`src/rtl/alu_issue_unit.sv`:
```
// Sequential issue unit that registers a decoded operation into an external combinational ALU and captures its outputs.
// Latency: rsp_valid rises WAIT_CYC cycles after the request-accept edge; request spacing is WAIT_CYC+2 with rsp_ready high.
// Backpressure: requests stall (req_ready=0) while executing or while a response waits for rsp_ready; rsp_* hold until accepted.
//
// Ports:
//   clk_i, rst_n_i              clock, synchronous active-low reset
//   req_valid_i/req_ready_o     request handshake; req_op_i, req_a_i, req_b_i carry the operation
//   alu_a_o, alu_b_o, alu_c_o,  registered operands and decoded controls driving the ALU
//   alu_invert_o, alu_operacion_o
//   alu_resultado_i, alu_c_i    ALU result and carry-out
//   rsp_valid_o/rsp_ready_i     response handshake; rsp_result_o, rsp_carry_o, rsp_zero_o carry the captured values
//   busy_o                      high while executing or holding a response
//   ops_count_o                 completed-response counter, wraps
module alu_issue_unit #(
  parameter int N        = 4,
  parameter int WAIT_CYC = 1,   // legal range 1..15, fits the 4-bit wait counter
  parameter int CNT_W    = 16
) (
  input  logic             clk_i,
  input  logic             rst_n_i,
  input  logic             req_valid_i,
  output logic             req_ready_o,
  input  logic [2:0]       req_op_i,
  input  logic [N-1:0]     req_a_i,
  input  logic [N-1:0]     req_b_i,
  output logic [N-1:0]     alu_a_o,
  output logic [N-1:0]     alu_b_o,
  output logic             alu_c_o,
  output logic             alu_invert_o,
  output logic [3:0]       alu_operacion_o,
  input  logic [N-1:0]     alu_resultado_i,
  input  logic             alu_c_i,
  output logic             rsp_valid_o,
  input  logic             rsp_ready_i,
  output logic [N-1:0]     rsp_result_o,
  output logic             rsp_carry_o,
  output logic             rsp_zero_o,
  output logic             busy_o,
  output logic [CNT_W-1:0] ops_count_o
);

  localparam logic [3:0] WAIT_LD = 4'(WAIT_CYC - 1);

  typedef enum logic [1:0] {
    IDLE = 2'd0,
    EXEC = 2'd1,
    RESP = 2'd2
  } state_t;

  state_t     state;
  state_t     state_nxt;
  logic [3:0] wait_cnt;

  logic       accept;
  logic       capture;
  logic       rsp_done;

  logic [3:0] dec_operacion;
  logic       dec_invert;
  logic       dec_c;

  assign accept   = (state == IDLE) && req_valid_i;
  assign capture  = (state == EXEC) && (wait_cnt == 4'd0);
  assign rsp_done = (state == RESP) && rsp_ready_i;

  assign req_ready_o = (state == IDLE);
  assign busy_o      = (state != IDLE);

  // Opcode to ALU control. SUB and SLT both run the adder as a + ~b + 1.
  always_comb begin
    dec_operacion = 4'b0000;
    dec_invert    = 1'b0;
    dec_c         = 1'b0;
    case (req_op_i)
      3'd0: dec_operacion = 4'b0000;
      3'd1: dec_operacion = 4'b0001;
      3'd2: dec_operacion = 4'b0010;
      3'd3: begin
        dec_operacion = 4'b0010;
        dec_invert    = 1'b1;
        dec_c         = 1'b1;
      end
      3'd4: begin
        dec_operacion = 4'b0011;
        dec_invert    = 1'b1;
        dec_c         = 1'b1;
      end
      3'd5: dec_operacion = 4'b0110;
      3'd6: dec_operacion = 4'b0111;
      3'd7: dec_operacion = 4'b1000;
      default: dec_operacion = 4'b0000;
    endcase
  end

  always_comb begin
    state_nxt = state;
    case (state)
      IDLE: if (req_valid_i) state_nxt = EXEC;
      EXEC: if (wait_cnt == 4'd0) state_nxt = RESP;
      RESP: if (rsp_ready_i) state_nxt = IDLE;
      default: state_nxt = IDLE;
    endcase
  end

  always_ff @(posedge clk_i) begin
    if (!rst_n_i) begin
      state <= IDLE;
    end else begin
      state <= state_nxt;
    end
  end

  always_ff @(posedge clk_i) begin
    if (!rst_n_i) begin
      wait_cnt        <= 4'd0;
      alu_a_o         <= '0;
      alu_b_o         <= '0;
      alu_c_o         <= 1'b0;
      alu_invert_o    <= 1'b0;
      alu_operacion_o <= 4'b0000;
      rsp_valid_o     <= 1'b0;
      rsp_result_o    <= '0;
      rsp_carry_o     <= 1'b0;
      rsp_zero_o      <= 1'b0;
      ops_count_o     <= '0;
    end else begin
      // ALU inputs only move on accept, so the path into the ALU is
      // quiet for the whole hold window.
      if (accept) begin
        alu_a_o         <= req_a_i;
        alu_b_o         <= req_b_i;
        alu_c_o         <= dec_c;
        alu_invert_o    <= dec_invert;
        alu_operacion_o <= dec_operacion;
        wait_cnt        <= WAIT_LD;
      end else if ((state == EXEC) && (wait_cnt != 4'd0)) begin
        wait_cnt <= wait_cnt - 4'd1;
      end

      // Zero is derived here from the captured result rather than
      // trusting the ALU's own flag.
      if (capture) begin
        rsp_valid_o  <= 1'b1;
        rsp_result_o <= alu_resultado_i;
        rsp_carry_o  <= alu_c_i;
        rsp_zero_o   <= ~(|alu_resultado_i);
      end else if (rsp_done) begin
        rsp_valid_o <= 1'b0;
        ops_count_o <= ops_count_o + 1'b1;
      end
    end
  end

endmodule

```
`config.mk`:
```
export PLATFORM = sky130hd
export DESIGN_NAME = alu_issue_unit
export DESIGN_NICKNAME = d
export VERILOG_FILES = /design/src/rtl/alu_issue_unit.sv
export SDC_FILE = /design/constraint.sdc
export NUM_CORES = 1
export LEC_CHECK = 0
export ABC_AREA = 0
export BUFFER_PORTS_ARGS = -buffer_cell sky130_fd_sc_hd__buf_2
export CAP_MARGIN = 0
export CELL_PAD_IN_SITES_DETAIL_PLACEMENT = 1
export CELL_PAD_IN_SITES_GLOBAL_PLACEMENT = 2
export CORE_MARGIN = 2
export CORE_UTILIZATION = 32
export CTS_BUF_LIST = sky130_fd_sc_hd__clkbuf_4
export DETAILED_ROUTE_END_ITERATION = 12
export PLACE_DENSITY_LB_ADDON = 0.1
export SYNTH_ARGS = -nofsm -noshare
export SYNTH_HDL_FRONTEND = slang
export SYNTH_SLANG_ARGS = --single-unit
export TNS_END_PERCENT = 5
```
`constraint.sdc`:
```
create_clock -name clk_i -period 3.62 [get_ports clk_i]
set_input_delay 0.543 -clock clk_i [delete_from_list [all_inputs] [get_ports clk_i]]
set_output_delay 0.543 -clock clk_i [all_outputs]
set_load 0.1 [all_outputs]
```
==> impl_results.md <==
* Outcome: finished clean
* Cell count after synthesis at just over 200
* Die H at between 70 and 80 µm
* Final net count at 281
* Fmax at approximately 500 MHz
* Die area at 6150 µm²
* Final Power at 0.929 mW
* WHS at between 0.4 and 0.5 ns
* Net count after synthesis at 226
* Sequential cell area at 841 µm²
* Routed Antenna Nets at 0
* Pleak at 0.980 nW
* Worst Tran Pin Value at between 0.6 and 0.7 ns
* CTS Sinks at 42
* First-pass DRT Iterations at 4
* CP Capture Type: output port
* Peak supply drop at approximately 0.17 mV
* All-Layer GR Usage at 0.142
* R2r worst-path depth at 5
* Hold path start: alu_c_i
* Power Density at 431 nW/µm²
* Area Growth Syn to Fin at 21.6%
* Reg2Reg Launch Point: ops_count_o[0]
* Largest family of logic cells by synthesized area: simple AND/OR/NAND/NOR gates
* Final worst-path cycle share at 0.548
* Adder-cell area share of the yosys netlist at 0.0141
* Initial DRC Count at 42
* Clk root buf: clkbuf_4
* Postcts setup bufs at 0
* RSZ-0062 raised after global routing: no
* Setup_tns at 0 ns
* Drt total wl at between 4 and 5 mm
* Placement Cell Area at approximately 2100 µm²
* Resize count post-CTS at 0
* Post-synth ARST share at 0
* Post-Route Utilization at 0.396
* Max-slew headroom at 0.550
* Worst endpoint data arrival time at 1.44 ns
* GP Congestion at between 0.7 and 0.8
* Count of pins over their slew limit at 0
* Sequential power share at 0.525
* Antenna violations before repair at 0
* Simple-gate share of the synthesized area at 0.272
* Placed cell count at ~320
* Post-synth EDFFs at 0
* Comb power frac at 0.227
* Sequential share of the synthesized area at 0.474
* Post-DP HPWL at around 3 mm
* Top-level port count at ~60
* Reg-to-reg endpoint: ops_count_o[12]
* WS Path Type: flop to output port
* Hold endpoint: rsp_carry_o
* Design area at ~2200 µm²
* Die extent in x at between 70 and 80 µm
* Compound-Gate Fraction of Synth Area at 0.0995
* Largest net degree at the start of global routing at 38
* Vias per cell at ~4.8
* CTS clk-pin slew, worst paths at roughly 0.13 ns
* Req. time, crit path at ~3.1 ns
* CTS buffer count at 5
* Internal Pwr Total at 0.587 mW
* Worst Path Max Fanout at 6
* ANT cells at 0
* Final Setup Violations at 0
* Dominant synthesized flop cell: dfxtp_1
* Row cnt at 27
* Max cap viols at 0
* TritonCTS clock tree: yes
* Switching share of power at 0.368
* Yosys reg bits at 42
* Hold crit path type: input port to flop
* Port bufs at 58
* First-pass GRT wire length at between 6 and 7 mm
* Vias in the first global route at approximately 1.5k
* Minimum clock period at between 1.5 and 2 ns
* # hold bufs at CTS at 0
* Largest cells by area after synthesis: dfxtp_1 47%, nand2_1 5.7%, a21oi_1 5.6%
* Crit-path slowest cell: buf_2
* Clock latency on the worst-skew pair at 0.36 ns
* CP Cell Sequence: nor2_1 -> buf_2
* Hold Path Stages at 3
* Initial core utilization at 0.326
* Htree depth at 2
* Mapped Avg Cell Area at 8.69 µm²
* Multi-input gate area at 858 µm²
* Non-Filler Instances at ~330
* Reg2reg setup slack at roughly 1.8 ns
* Mux contribution to synthesized area at 0.0395
* Share of cells above drive strength 1 at 0.277
* Fill cells at 700
* DRC at 0
* Total gr overflow at 0
* Average routed wire per standard cell at ~12 µm
* Top-area cell type share of the netlist area at 0.474
* Crit-path max cell delay at around 0.47 ns
* Total number of vias at about 1.6k
* Yosys warns at 0
* PnR worst setup slack at between 1.5 and 2 ns
* Yosys cell types at 39
* Switching power at about 0.34 mW
* Post-Place Setup Slack at between 1.5 and 2 ns
* Clk pwr share at 0.249
* Post-synthesis xor/xnor area fraction at 0.0593
* Clock buffer depth at 2
* CP Launch Type: flop
* Mapped Area at roughly 1800 µm²
* Hold Vio Cnt, Final at 0
* Area leader, netlist: dfxtp_1
* Core ar. at between 5000 and 6000 µm²
* Clock skew after layout at 0.00823 ns
[power groups by stage]
stage	Clock [mW]	Sequential [mW]	Combinational, mW
after CTS	0.242	0.488	0.213
after global placement	0	0.498	0.212
final	0.231	0.487	0.210
after floorplan	0	0.601	0.0699
after global routing	0.267	0.490	0.222
after detailed placement	0	0.498	0.213
[worst max-delay path by stage]
| stage | cells after the start | startpoint | slack, ns | end |
|---|---|---|---|---|
| 6_report | 2 | state[1] | 1.64 | req_ready_o |
| 5_1_grt | 2 | state[1] | 1.56 | req_ready_o |
| 4_1_cts | 2 | state[1] | 1.60 | req_ready_o |
| 3_5_place_dp | 5 | rsp_ready_i | 1.74 | ops_count_o[12] |
| 3_3_place_gp | 5 | rsp_ready_i | 1.77 | ops_count_o[12] |
| 2_1_floorplan | 2 | state[1] | 0.45 | busy_o |
[critical path, delay by kind of cell (launching register included)]
family	cells	cell delay [ns]
and+or+nand+nor	1	0.22
DFF	1	0.39
buffers and inverters	1	0.47
[layout make-up]
cell class / instances / share of cell area
Multi-Input combinational cell: 146 / 0.398
Sequential cell: 42 / 0.390
Timing Repair Buffer: 58 / 0.135
Tap cell: 72 / 0.0418
Clock buffer: 5 / 0.0174
Inverter: 6 / 0.0104
Clock inverter: 3 / 0.00754
[synth_stat cells (4+ instances only)]
library cell,number
nand3_1,11
nand2_1,27
inv_1,5
clkbuf_1,5
o21ai_0,4
xnor2_1,4
nor2_1,25
xor2_1,8
a21oi_1,20
dfxtp_1,42
mux2i_1,7
or3_1,4
[registers in the layout (all words and copies together) (netlist names)]
register	count
rsp_valid_o	1
alu_a_o	4
ops_count_o	16
rsp_zero_o	1
rsp_carry_o	1
rsp_result_o	4
alu_invert_o	1
wait_cnt	4
state	2
alu_b_o	4
alu_operacion_o	4
[kinds of logic (layout without fill, tap and decap cells)]
group,after synthesis,count (layout)
XOR/XNOR,12,12
adder cells (fa/ha/maj),2,2
buffers and inverters,16,72
multiplexers,7,7
AND/OR/NAND/NOR,94,94
AO/OA/AOI/OAI,31,31
flip-flops,42,42
[placed cells by master, fill, tap and decap left out, drive strengths merged]
| master | n |
|---|---|
| or3 | 4 |
| clkinv | 2 |
| a21oi | 20 |
| inv | 6 |
| nor4 | 1 |
| and2 | 2 |
| xor2 | 8 |
| nand3b | 3 |
| o211a | 1 |
| xnor2 | 4 |
| and2b | 1 |
| mux2i | 7 |
| o211ai | 1 |
| nand4 | 3 |
| nand2 | 27 |
| clkbuf | 5 |
| and4 | 2 |
| buf | 58 |
| and4b | 2 |
| nor3 | 3 |
| nand2b | 1 |
| o31ai | 3 |
| dfxtp | 42 |
| ha | 2 |
| or2 | 2 |
| or3b | 2 |
| a211oi | 1 |
| or4 | 3 |
| a311oi | 1 |
| clkinvlp | 1 |
| nand3 | 11 |
| nor2 | 25 |
| and3 | 2 |
| o21ai | 4 |
[per-layer routing]
metal,vias up,track usage,routed length [µm]
li1,806,-,-
met1,746,0.177,1960
met2,33,0.225,1850
met3,6,0.0483,224
met4,0,0.0579,70
met5,-,0,0
(Power assumes the default switching activity.)
